File: config.mk
export PLATFORM = sky130hd
export DESIGN_NAME = reservation_pool_flat
export DESIGN_NICKNAME = d
export VERILOG_FILES = /design/src/rtl/reservation_pool_if.sv /design/src/rtl/reservation_pool.sv /design/src/flat_wrapper.sv
export SDC_FILE = /design/constraint.sdc
export NUM_CORES = 1
export LEC_CHECK = 0
export CORE_ASPECT_RATIO = 0.7
export CORE_MARGIN = 8
export CORE_UTILIZATION = 40
export CTS_BUF_LIST = sky130_fd_sc_hd__clkbuf_8
export CTS_CLUSTER_SIZE = 20
export DETAILED_ROUTE_END_ITERATION = 8
export HOLD_SLACK_MARGIN = 0.08
export RECOVER_POWER = 50
export SYNTH_ARGS = -nofsm -noshare
export SYNTH_HDL_FRONTEND = slang
export SYNTH_SLANG_ARGS = --single-unit
File: constraint.sdc
create_clock -name clk -period 4.4 [get_ports clk]
set_clock_uncertainty 0.2 [all_clocks]
set_input_delay 0.66 -clock clk [delete_from_list [all_inputs] [get_ports clk]]
set_output_delay 0.66 -clock clk [all_outputs]
set_load 0.005 [all_outputs]
File: src/rtl/reservation_pool_if.sv
// Handshake bundle between the MPU allocator (master) and the reservation-ID pool (slave).
interface reservation_pool_if #(
  parameter int ID_W = 4
);
  logic            reservation_dequeue;
  logic            release_valid;
  logic [ID_W-1:0] release_id;
  logic [ID_W-1:0] reservation_id;
  logic            reservation_valid;
  logic            empty;
  logic [ID_W:0]   avail_count;
  logic            err_underflow;
  logic            err_release;

  modport master (
    output reservation_dequeue, release_valid, release_id,
    input  reservation_id, reservation_valid, empty, avail_count,
           err_underflow, err_release
  );

  modport slave (
    input  reservation_dequeue, release_valid, release_id,
    output reservation_id, reservation_valid, empty, avail_count,
           err_underflow, err_release
  );
endinterface

File: src/rtl/reservation_pool.sv
// Reservation-ID pool: never-issued IDs come from a fresh counter first,
// returned IDs are recycled through a FIFO; same-cycle release feeds an empty pool directly.
module reservation_pool #(
  parameter int BLOCK_COUNT      = 16,
  parameter int BLOCK_COUNT_BITS = $clog2(BLOCK_COUNT)
) (
  input logic              clk,
  input logic              rst_n,
  reservation_pool_if.slave pool_if
);
  localparam int CW = BLOCK_COUNT_BITS + 1;
  localparam logic [CW-1:0]               BC_C    = CW'(BLOCK_COUNT);
  localparam logic [CW-1:0]               CNT_ONE = CW'(1);
  localparam logic [BLOCK_COUNT_BITS-1:0] PTR_ONE = BLOCK_COUNT_BITS'(1);

  logic [CW-1:0]               fresh_cnt_q, fresh_cnt_d;
  logic [CW-1:0]               fifo_cnt_q, fifo_cnt_d;
  logic [BLOCK_COUNT_BITS-1:0] rd_ptr_q, rd_ptr_d;
  logic [BLOCK_COUNT_BITS-1:0] wr_ptr_q, wr_ptr_d;
  logic [BLOCK_COUNT_BITS-1:0] res_id_q, res_id_d;
  logic                        res_valid_q, res_valid_d;
  logic                        err_underflow_q, err_underflow_d;
  logic                        err_release_q, err_release_d;
  logic [BLOCK_COUNT_BITS-1:0] mem [BLOCK_COUNT];

  logic [CW-1:0] avail;
  logic          pool_empty;
  logic          fresh_avail;
  logic          fifo_nonempty;
  logic          fifo_full;
  logic          id_issued;
  logic          bypass;
  logic          pop_fresh;
  logic          pop_fifo;
  logic          rel_accept;

  assign avail         = (BC_C - fresh_cnt_q) + fifo_cnt_q;
  assign pool_empty    = (avail == '0);
  assign fresh_avail   = (fresh_cnt_q < BC_C);
  assign fifo_nonempty = (fifo_cnt_q != '0);
  assign fifo_full     = (fifo_cnt_q == BC_C);
  assign id_issued     = ({1'b0, pool_if.release_id} < fresh_cnt_q);

  // An empty pool can still serve a pop if a valid ID is returned in the same cycle.
  assign bypass     = pool_if.reservation_dequeue & pool_if.release_valid & pool_empty & id_issued;
  assign pop_fresh  = pool_if.reservation_dequeue & fresh_avail;
  assign pop_fifo   = pool_if.reservation_dequeue & ~fresh_avail & fifo_nonempty;
  assign rel_accept = pool_if.release_valid & id_issued & ~fifo_full & ~bypass;

  always_comb begin
    fresh_cnt_d     = fresh_cnt_q;
    fifo_cnt_d      = fifo_cnt_q;
    rd_ptr_d        = rd_ptr_q;
    wr_ptr_d        = wr_ptr_q;
    res_id_d        = res_id_q;
    res_valid_d     = res_valid_q;
    err_underflow_d = 1'b0;
    err_release_d   = pool_if.release_valid & ~bypass & (~id_issued | fifo_full);

    if (pool_if.reservation_dequeue) begin
      if (pop_fresh) begin
        res_id_d    = fresh_cnt_q[BLOCK_COUNT_BITS-1:0];
        res_valid_d = 1'b1;
        fresh_cnt_d = fresh_cnt_q + CNT_ONE;
      end else if (pop_fifo) begin
        res_id_d    = mem[rd_ptr_q];
        res_valid_d = 1'b1;
        rd_ptr_d    = rd_ptr_q + PTR_ONE;
      end else if (bypass) begin
        res_id_d    = pool_if.release_id;
        res_valid_d = 1'b1;
      end else begin
        res_valid_d     = 1'b0;
        err_underflow_d = 1'b1;
      end
    end

    if (rel_accept) begin
      wr_ptr_d = wr_ptr_q + PTR_ONE;
    end

    fifo_cnt_d = fifo_cnt_q + (rel_accept ? CNT_ONE : '0) - (pop_fifo ? CNT_ONE : '0);
  end

  always_ff @(posedge clk or negedge rst_n) begin
    if (!rst_n) begin
      fresh_cnt_q     <= '0;
      fifo_cnt_q      <= '0;
      rd_ptr_q        <= '0;
      wr_ptr_q        <= '0;
      res_id_q        <= '0;
      res_valid_q     <= 1'b0;
      err_underflow_q <= 1'b0;
      err_release_q   <= 1'b0;
    end else begin
      fresh_cnt_q     <= fresh_cnt_d;
      fifo_cnt_q      <= fifo_cnt_d;
      rd_ptr_q        <= rd_ptr_d;
      wr_ptr_q        <= wr_ptr_d;
      res_id_q        <= res_id_d;
      res_valid_q     <= res_valid_d;
      err_underflow_q <= err_underflow_d;
      err_release_q   <= err_release_d;
    end
  end

  // Storage is deliberately unreset; the pointers define which entries are live.
  always_ff @(posedge clk) begin
    if (rel_accept) begin
      mem[wr_ptr_q] <= pool_if.release_id;
    end
  end

  assign pool_if.reservation_id    = res_id_q;
  assign pool_if.reservation_valid = res_valid_q;
  assign pool_if.empty             = pool_empty;
  assign pool_if.avail_count       = avail;
  assign pool_if.err_underflow     = err_underflow_q;
  assign pool_if.err_release       = err_release_q;
endmodule

File: src/flat_wrapper.sv
// flat-port wrapper written by rule: the top's interface ports become plain ports
module reservation_pool_flat 
#(
  parameter int BLOCK_COUNT      = 16,
  parameter int BLOCK_COUNT_BITS = $clog2(BLOCK_COUNT)
)
  (clk, rst_n, pool_if_reservation_dequeue, pool_if_release_valid, pool_if_release_id, pool_if_reservation_id, pool_if_reservation_valid, pool_if_empty, pool_if_avail_count, pool_if_err_underflow, pool_if_err_release);
  reservation_pool_if #(.ID_W(4)) pool_if_i ();
  input logic clk;
  input logic rst_n;
  input wire logic [$bits(pool_if_i.reservation_dequeue)-1:0] pool_if_reservation_dequeue;
  input wire logic [$bits(pool_if_i.release_valid)-1:0] pool_if_release_valid;
  input wire logic [$bits(pool_if_i.release_id)-1:0] pool_if_release_id;
  output wire logic [$bits(pool_if_i.reservation_id)-1:0] pool_if_reservation_id;
  output wire logic [$bits(pool_if_i.reservation_valid)-1:0] pool_if_reservation_valid;
  output wire logic [$bits(pool_if_i.empty)-1:0] pool_if_empty;
  output wire logic [$bits(pool_if_i.avail_count)-1:0] pool_if_avail_count;
  output wire logic [$bits(pool_if_i.err_underflow)-1:0] pool_if_err_underflow;
  output wire logic [$bits(pool_if_i.err_release)-1:0] pool_if_err_release;
  assign pool_if_i.reservation_dequeue = pool_if_reservation_dequeue;
  assign pool_if_i.release_valid = pool_if_release_valid;
  assign pool_if_i.release_id = pool_if_release_id;
  assign pool_if_reservation_id = pool_if_i.reservation_id;
  assign pool_if_reservation_valid = pool_if_i.reservation_valid;
  assign pool_if_empty = pool_if_i.empty;
  assign pool_if_avail_count = pool_if_i.avail_count;
  assign pool_if_err_underflow = pool_if_i.err_underflow;
  assign pool_if_err_release = pool_if_i.err_release;
  reservation_pool #(.BLOCK_COUNT(BLOCK_COUNT), .BLOCK_COUNT_BITS(BLOCK_COUNT_BITS)) u_core (.clk(clk), .rst_n(rst_n), .pool_if(pool_if_i));
endmodule
* Yosys cells after proc, flatten, opt, wreduce, memory -nomap -nowiden
Memories as Yosys holds them, arrays and structs flattened.
Cells that the tools add are included.
** Word-level totals
- Bits in registers :: 25
- RAM bits :: 64
- Input port bits :: 8
- Output and inout port bits :: 13
- Memories kept :: 1
** Operators by class
- $add $sub $neg :: 7
- $lt $le $gt $ge :: 2
- Equal/unequal tests :: 1
- Muxes and demuxes :: 14
- Bitwise gates (word level) :: 17
- Reduce and logical (&&, ||, !) cells :: 6
** Memory list
- u_core.mem :: depth 16, bits a word 4, read ports 1, clocked after Yosys merged registers in 0, write ports 1, RTL line reservation_pool.sv:24 : logic [BLOCK_COUNT_BITS-1:0] mem [BLOCK_COUNT];
** Operators with widths (number)
- $mux W4 :: 3
- $and A1 B1 Y1 :: 11
- $mux W1 :: 11
- $add A5 B5 Y5 :: 2
- $add A4 B1 Y4 const B :: 2
- $add A5 B1 Y5 const B :: 1
- $eq A5 B5 Y1 const B :: 1
- $logic_not A5 Y1 :: 1
- $lt A4 B5 Y1 :: 1
- $lt A5 B5 Y1 const B :: 1
- $not A1 Y1 :: 5
- $reduce_bool A5 Y1 :: 1
- $sub A5 B5 Y5 :: 1
- $sub A5 B5 Y5 const A :: 1
- $reduce_and A2 Y1 :: 2
- $reduce_and A3 Y1 :: 1
- $reduce_bool A3 Y1 :: 1
- $or A1 B1 Y1 :: 1

* Depth between registers and ports, before layout
- Depth after elaboration :: 10
- Depth in mapped cells :: 19

* Least setup slack after synthesis
OpenSTA, ideal clock, no wires.
- Path kind :: register -> register
- Start :: reg u_core.fifo_cnt_q[1]
- End :: reg u_core.fifo_cnt_q[4]
- Setup time :: 0.080 ns
- Arrival time :: 3.110 ns
- Slack :: 1.010 ns
- Cell stages (with the launch flop) :: 18
- Path buffers :: 1
- Cells stage by stage :: dfrtp_1 -> ha_1 -> ha_1 -> inv_1 -> fa_1 -> inv_1 -> nor4_1 -> o211ai_2 -> o2111a_1 -> buf_6 -> ha_1 -> inv_1 -> fa_1 -> inv_1 -> a21oi_1 -> nor2_1 -> nor2_1 -> xnor2_1
** Between the ends
- Longest elaborated chain between the ends :: 9
- Elaborated cells between the ends (all ways) :: 15
- Classes of those cells :: add/sub: 3; eq/ne: 1; mux: 2; bitwise: 7; reduce/logical: 2
** Ends and longest elaborated chain
- from (decl) :: RTL line reservation_pool.sv:17 : logic [CW-1:0] fifo_cnt_q, fifo_cnt_d;
- from (signal assigned) :: RTL line reservation_pool.sv:97 : fifo_cnt_q <= fifo_cnt_d;
- $add A5 B5 Y5 :: RTL line reservation_pool.sv:37 : assign avail = (BC_C - fresh_cnt_q) + fifo_cnt_q;
- net pool_if_avail_count[2] :: RTL line flat_wrapper.sv:17 : output wire logic [$bits(pool_if_i.avail_count)-1:0] pool_if_avail_count;
- $logic_not A5 Y1 :: RTL line reservation_pool.sv:38 : assign pool_empty = (avail == '0);
- $and A1 B1 Y1 (2 in a row) :: RTL line reservation_pool.sv:45 : assign bypass = pool_if.reservation_dequeue & pool_if.release_valid & pool_empty & id_issued;
- $not A1 Y1 :: RTL line reservation_pool.sv:48 : assign rel_accept = pool_if.release_valid & id_issued & ~fifo_full & ~bypass;
- $and A1 B1 Y1 :: RTL line reservation_pool.sv:48
- net u_core.rel_accept :: RTL line reservation_pool.sv:35 : logic rel_accept;
- $mux W1 :: RTL line reservation_pool.sv:82 : fifo_cnt_d = fifo_cnt_q + (rel_accept ? CNT_ONE : '0) - (pop_fifo ? CNT_ONE : '0);
- $add A5 B5 Y5 :: RTL line reservation_pool.sv:82
- $sub A5 B5 Y5 :: RTL line reservation_pool.sv:82
- net u_core.fifo_cnt_d[4] :: RTL line reservation_pool.sv:17
The timed path passes the listed nets, and every way through them passes these cells.
A chain may end at the register's enable or synchronous reset.

* Worst setup path in the final report
- Start :: reg u_core.fresh_cnt_q[1]
- End :: out pool_if_empty
** Between the ends
- Longest elaborated chain between the ends :: 3
** Ends and longest elaborated chain
- from (decl) :: RTL line reservation_pool.sv:16 : logic [CW-1:0] fresh_cnt_q, fresh_cnt_d;
- from (signal assigned) :: RTL line reservation_pool.sv:96 : fresh_cnt_q <= fresh_cnt_d;
- $sub A5 B5 Y5 :: RTL line reservation_pool.sv:37
- $add A5 B5 Y5 :: RTL line reservation_pool.sv:37
- $logic_not A5 Y1 :: RTL line reservation_pool.sv:38
- to (decl) :: RTL line flat_wrapper.sv:16 : output wire logic [$bits(pool_if_i.empty)-1:0] pool_if_empty;
No other way between the ends.

==> results <==
- At the worst endpoint, the required time is 3.54 ns.
- The met2 routed wirelength is 3695 um.
- Cells with a size suffix above 1 make up 13.95% of the layout.
- Sequential elements use 59.62% of the synthesized area.
- The mean number of vias per cell is ~5.3.
- Leaving out fill and tap cells, the most frequent cells in the layout are edfxtp_1, inv_1, dfrtp_1, nor2_1, ha_1.
- The number of synthesized register bits is about 90.
- Compared with the post-synthesis result, the final layout area differs by 11.77%.
- Yosys mapped a number of flops with a built-in enable equal to 64.
- 0 antenna diodes ended up in the layout.
- Among all flip-flop cells after synthesis, the most frequent one is edfxtp_1.
- The die covers 14300 sq um.
- The highest clock frequency the design can meet is 251.6 MHz.
- Summed over all layers, the global routing overflow is 0.
- The via count of the first global-routing pass is between 2k and 3k.
- The number of nets handed over by synthesis was 341.
- The proportion of power drawn by flip-flops and latches is between 30 and 40%.
- The placed instance area is 4643 sq um.
- The top-area cell type share of the netlist area is 44.98%.
- The longest clock path from root to sink contains 2 buffers.
- Adding up every negative setup slack in the final design gives 0 ns.
- The data arrival time at the worst-slack endpoint is 3.11 ns.
- The worst-case setup slack after placement is between 0.8 and 0.9 ns.
- STA classifies the critical path endpoint as an output pin.
- The mapped netlist covers 4273 sq um.
- The setup slack after layout is between 0.4 and 0.5 ns.
- From left edge to right edge, the die measures 139.5 um.
- Of the total power, the share spent switching nets is 37.74%.
- The stage delay of the slowest cell on the critical path is 0.52 ns.
- The cell sitting at the root of the clock tree is a clkbuf_8.
- The global-route wire length before repair is around 15000 um.
- The fraction of synthesis flops using an asynchronous set or reset pin is 28.09%.
- For this design the static power due to leakage is about 0.0018 uW.
- The number of levels the H-tree was split into is 3.
- The most frequent standard cell in the layout excluding fill and tap cells is edfxtp_1.
- The highest routing layer actually used is met4.
- Across all layers, the routed design uses 2519 vias.
- The number of antenna violations at the first check in global routing is 0.
- The die height is 102.5 um.
- The kind of start point of the critical path is a flop.
- Subtracting the final worst setup slack from the clock period gives 3.974 ns.
- The number of distinct library cell variants in the gate-level netlist after synthesis is 52.
- After detailed routing, the average wire length per cell comes to roughly 19 um.
- The first detailed-routing pass ran for 4 iterations.
- The number of port buffers is 20.
- The per-instance average area after synthesis is between 10 and 15 sq um.
- Setup repair after global routing left no endpoint under its margin.
- The clock sink count is 89.
- The portion of the clock cycle consumed by the worst path in the final layout is between 90% and 100%.
- The post-detailed-routing wire length is 9037 um.
- The cell type with the highest occurrence count on the critical path is inv_1.
- Per report_power, the combinational group accounts for 46.1% of the total.
- The class of the tightest hold or removal check is reg2reg.
- The worst-case headroom to the max-slew limit is around 5.3%.
- The clock buffer count from CTS is 9.
- The Yosys step of the flow raised 0 warnings.
- The number of nets still failing antenna checks after routing is 0.
- The finished cells cover between 4000 and 5000 sq um.
- The number of placed instances, taps included, is 460.
- The routed metal-1 wirelength is between 4000 and 5000 um.
- Post-CTS repair changed the size of 0 cells.
- Of the total power, the clock network draws 14.3%.
- The total chip power is roughly 3300 uW.
- The cell type contributing the most total cell area after synthesis is edfxtp_1.
- The number of nets at the end of the flow is 371.
- For this design the ratio of total power to cell area is 693.4 nW/um^2.
- Detailed placement ended at an HPWL of 6602 um.
- Sorting the synthesized cells by area gives the leading types as edfxtp_1, dfrtp_1, ha_1.
- The analysis attributes to net switching a power of 1250 uW.
- The number of hold-slack violations in the final timing report was 0.
- The I/O pin total is 21.
- The maximum vdd ir drop is 0.2919 mV.
- At the end of routability-driven placement, the weighted congestion stood at 0.8090.
- The floorplan has 31 rows.
- The count of hold-fix buffers inserted at cts is 0.
- Grouping stages by cell kind, the critical path spends the most delay in adder cells.
- The area of the core is between 10000 and 15000 sq um.
- The number of max-slew violations in the final report is 0.
- The buffer and inverter count on the worst path is 4.
- At the pin with the least slew margin, the transition time is between 1 and 1.5 ns.
- Clock latency on the worst-skew pair, taken at its later pin, is 0.36 ns.
- The initial core utilization is 41.26%.
- The largest net degree at the start of global routing is 26.
- TritonCTS built the clock tree.
- After clock tree synthesis, the clock-pin slew on the worst setup and hold paths is 0.09 ns.
- The max-cap violation count is 0.
- Setup violations remaining at the end of the flow were counted as 0.
- The run finished with clean final reports.
- The cell with the largest stage delay on the worst path is clkdlybuf4s50_1.
- Buffers added to address setup during post-CTS repair amount to 0.
- The count of mapped cells out of synthesis is 309.
- The count of cells in the finished layout, fillers not included, comes to 476.
- Traced cell by cell, the critical path runs through inv_1 > ha_1 > ha_1 > inv_1 > fa_1 > inv_1 > nor4_1 > o21a_1 > clkdlybuf4s50_1.
- The first routing iteration left 219 violations.
- The met3 wirelength from detailed routing is 615 um.
- Along the worst path, the maximum fanout reaches 4.
- For this run, design rule violations remaining after detail routing come to 0.
- The internal power of the cells totals 2062 uW.
- Global routing used 13.60% of the available tracks.
- The kind of critical path is reg2out.
[worst paths after layout]
path                                                              start                                      endpoint  slack [ns]  cells after the start
min                        u_core.pool_if.reservation_valid$_DFFE_PN0P_  u_core.pool_if.reservation_valid$_DFFE_PN0P_        0.29                      2
max in group asynchronous                                         rst_n                u_core.rd_ptr_q[0]$_DFFE_PN0P_        2.20                      2
max reg2reg                           u_core.fresh_cnt_q[1]$_DFFE_PN0P_                u_core.fifo_cnt_q[4]$_DFF_PN0_        0.79                     17
min reg2reg                u_core.pool_if.reservation_valid$_DFFE_PN0P_  u_core.pool_if.reservation_valid$_DFFE_PN0P_        0.29                      2
min in group asynchronous                                         rst_n                u_core.fifo_cnt_q[4]$_DFF_PN0_        0.95                      2
max                                   u_core.fresh_cnt_q[1]$_DFFE_PN0P_                                 pool_if_empty        0.43                      9
[tightest hold or removal path, delay by kind of cell (launching register included)]
kind             cells  cell delay (ns)
DFF                  1             0.35
and+or+nand+nor      2             0.11
[power groups by stage]
stage | registers (uW) | logic [uW] | clock network [uW]
final | 1310 | 1530 | 475
after global routing | 1340 | 1700 | 519
after CTS | 1310 | 1550 | 492
after detailed placement | 1330 | 1550 | 0
after global placement | 1320 | 1530 | 0
after floorplan | 1180 | 1150 | 0
[routing by layer]
metal	GRT usage, %	vias up
li1	-	1196
met5	0	-
met2	19.28	65
met3	3.780	9
met4	3.987	0
met1	19.77	1249
[flip-flops by register name (all words and copies together) (netlist names), 4 cells and up]
| register | flops |
|---|---|
| u_core.fifo_cnt_q | 5 |
| u_core.fresh_cnt_q | 5 |
| u_core.mem | 64 |
| u_core.pool_if.reservation_id | 4 |
| u_core.rd_ptr_q | 4 |
| u_core.wr_ptr_q | 4 |
[area by class of cell]
| cell class | instances | area [sq um] |
|---|---|---|
| clock buffer | 9 | 123.9 |
| clock inverter | 7 | 35.03 |
| fill | 920 | 5580 |
| inverter | 22 | 82.58 |
| multi-input combinational | 185 | 1558 |
| sequential | 89 | 2547 |
| tap | 132 | 165.2 |
| timing repair buffer | 32 | 264.0 |
[cells by family (layout without fill, tap and decap cells)]
family,after synthesis,count (layout),share of synthesized area [%]
mux,29,29,8.375
simple gates,69,69,9.136
fa+ha+maj,24,24,7.379
flops,89,89,59.62
compound gates,48,48,7.994
xor+xnor,15,15,3.573
buf+inv,35,70,3.924
[Yosys cell counts (all sizes together) (3+ instances only)]
cell type / count
edfxtp: 64
dfrtp: 25
ha: 22
inv: 22
nor2: 22
nand2: 15
mux2: 14
xnor2: 12
mux2i: 11
buf: 10
a21oi: 9
nand2b: 8
o21ai: 7
a211oi: 6
nor2b: 6
nand4: 5
o22ai: 5
mux4: 4
nand3: 4
nor3: 4
clkbuf: 3
o211ai: 3
o31ai: 3
[per-stage QoR]
step / utilization (%) / hold WS, ns
after floorplan: - / 0.1644
after global placement: 44.84 / 0.2765
after detailed placement: 44.84 / 0.2819
after CTS: 46.37 / 0.3039
after global routing: 46.12 / 0.3247
final: 46.12 / 0.2935
(Power assumes the default switching activity.)
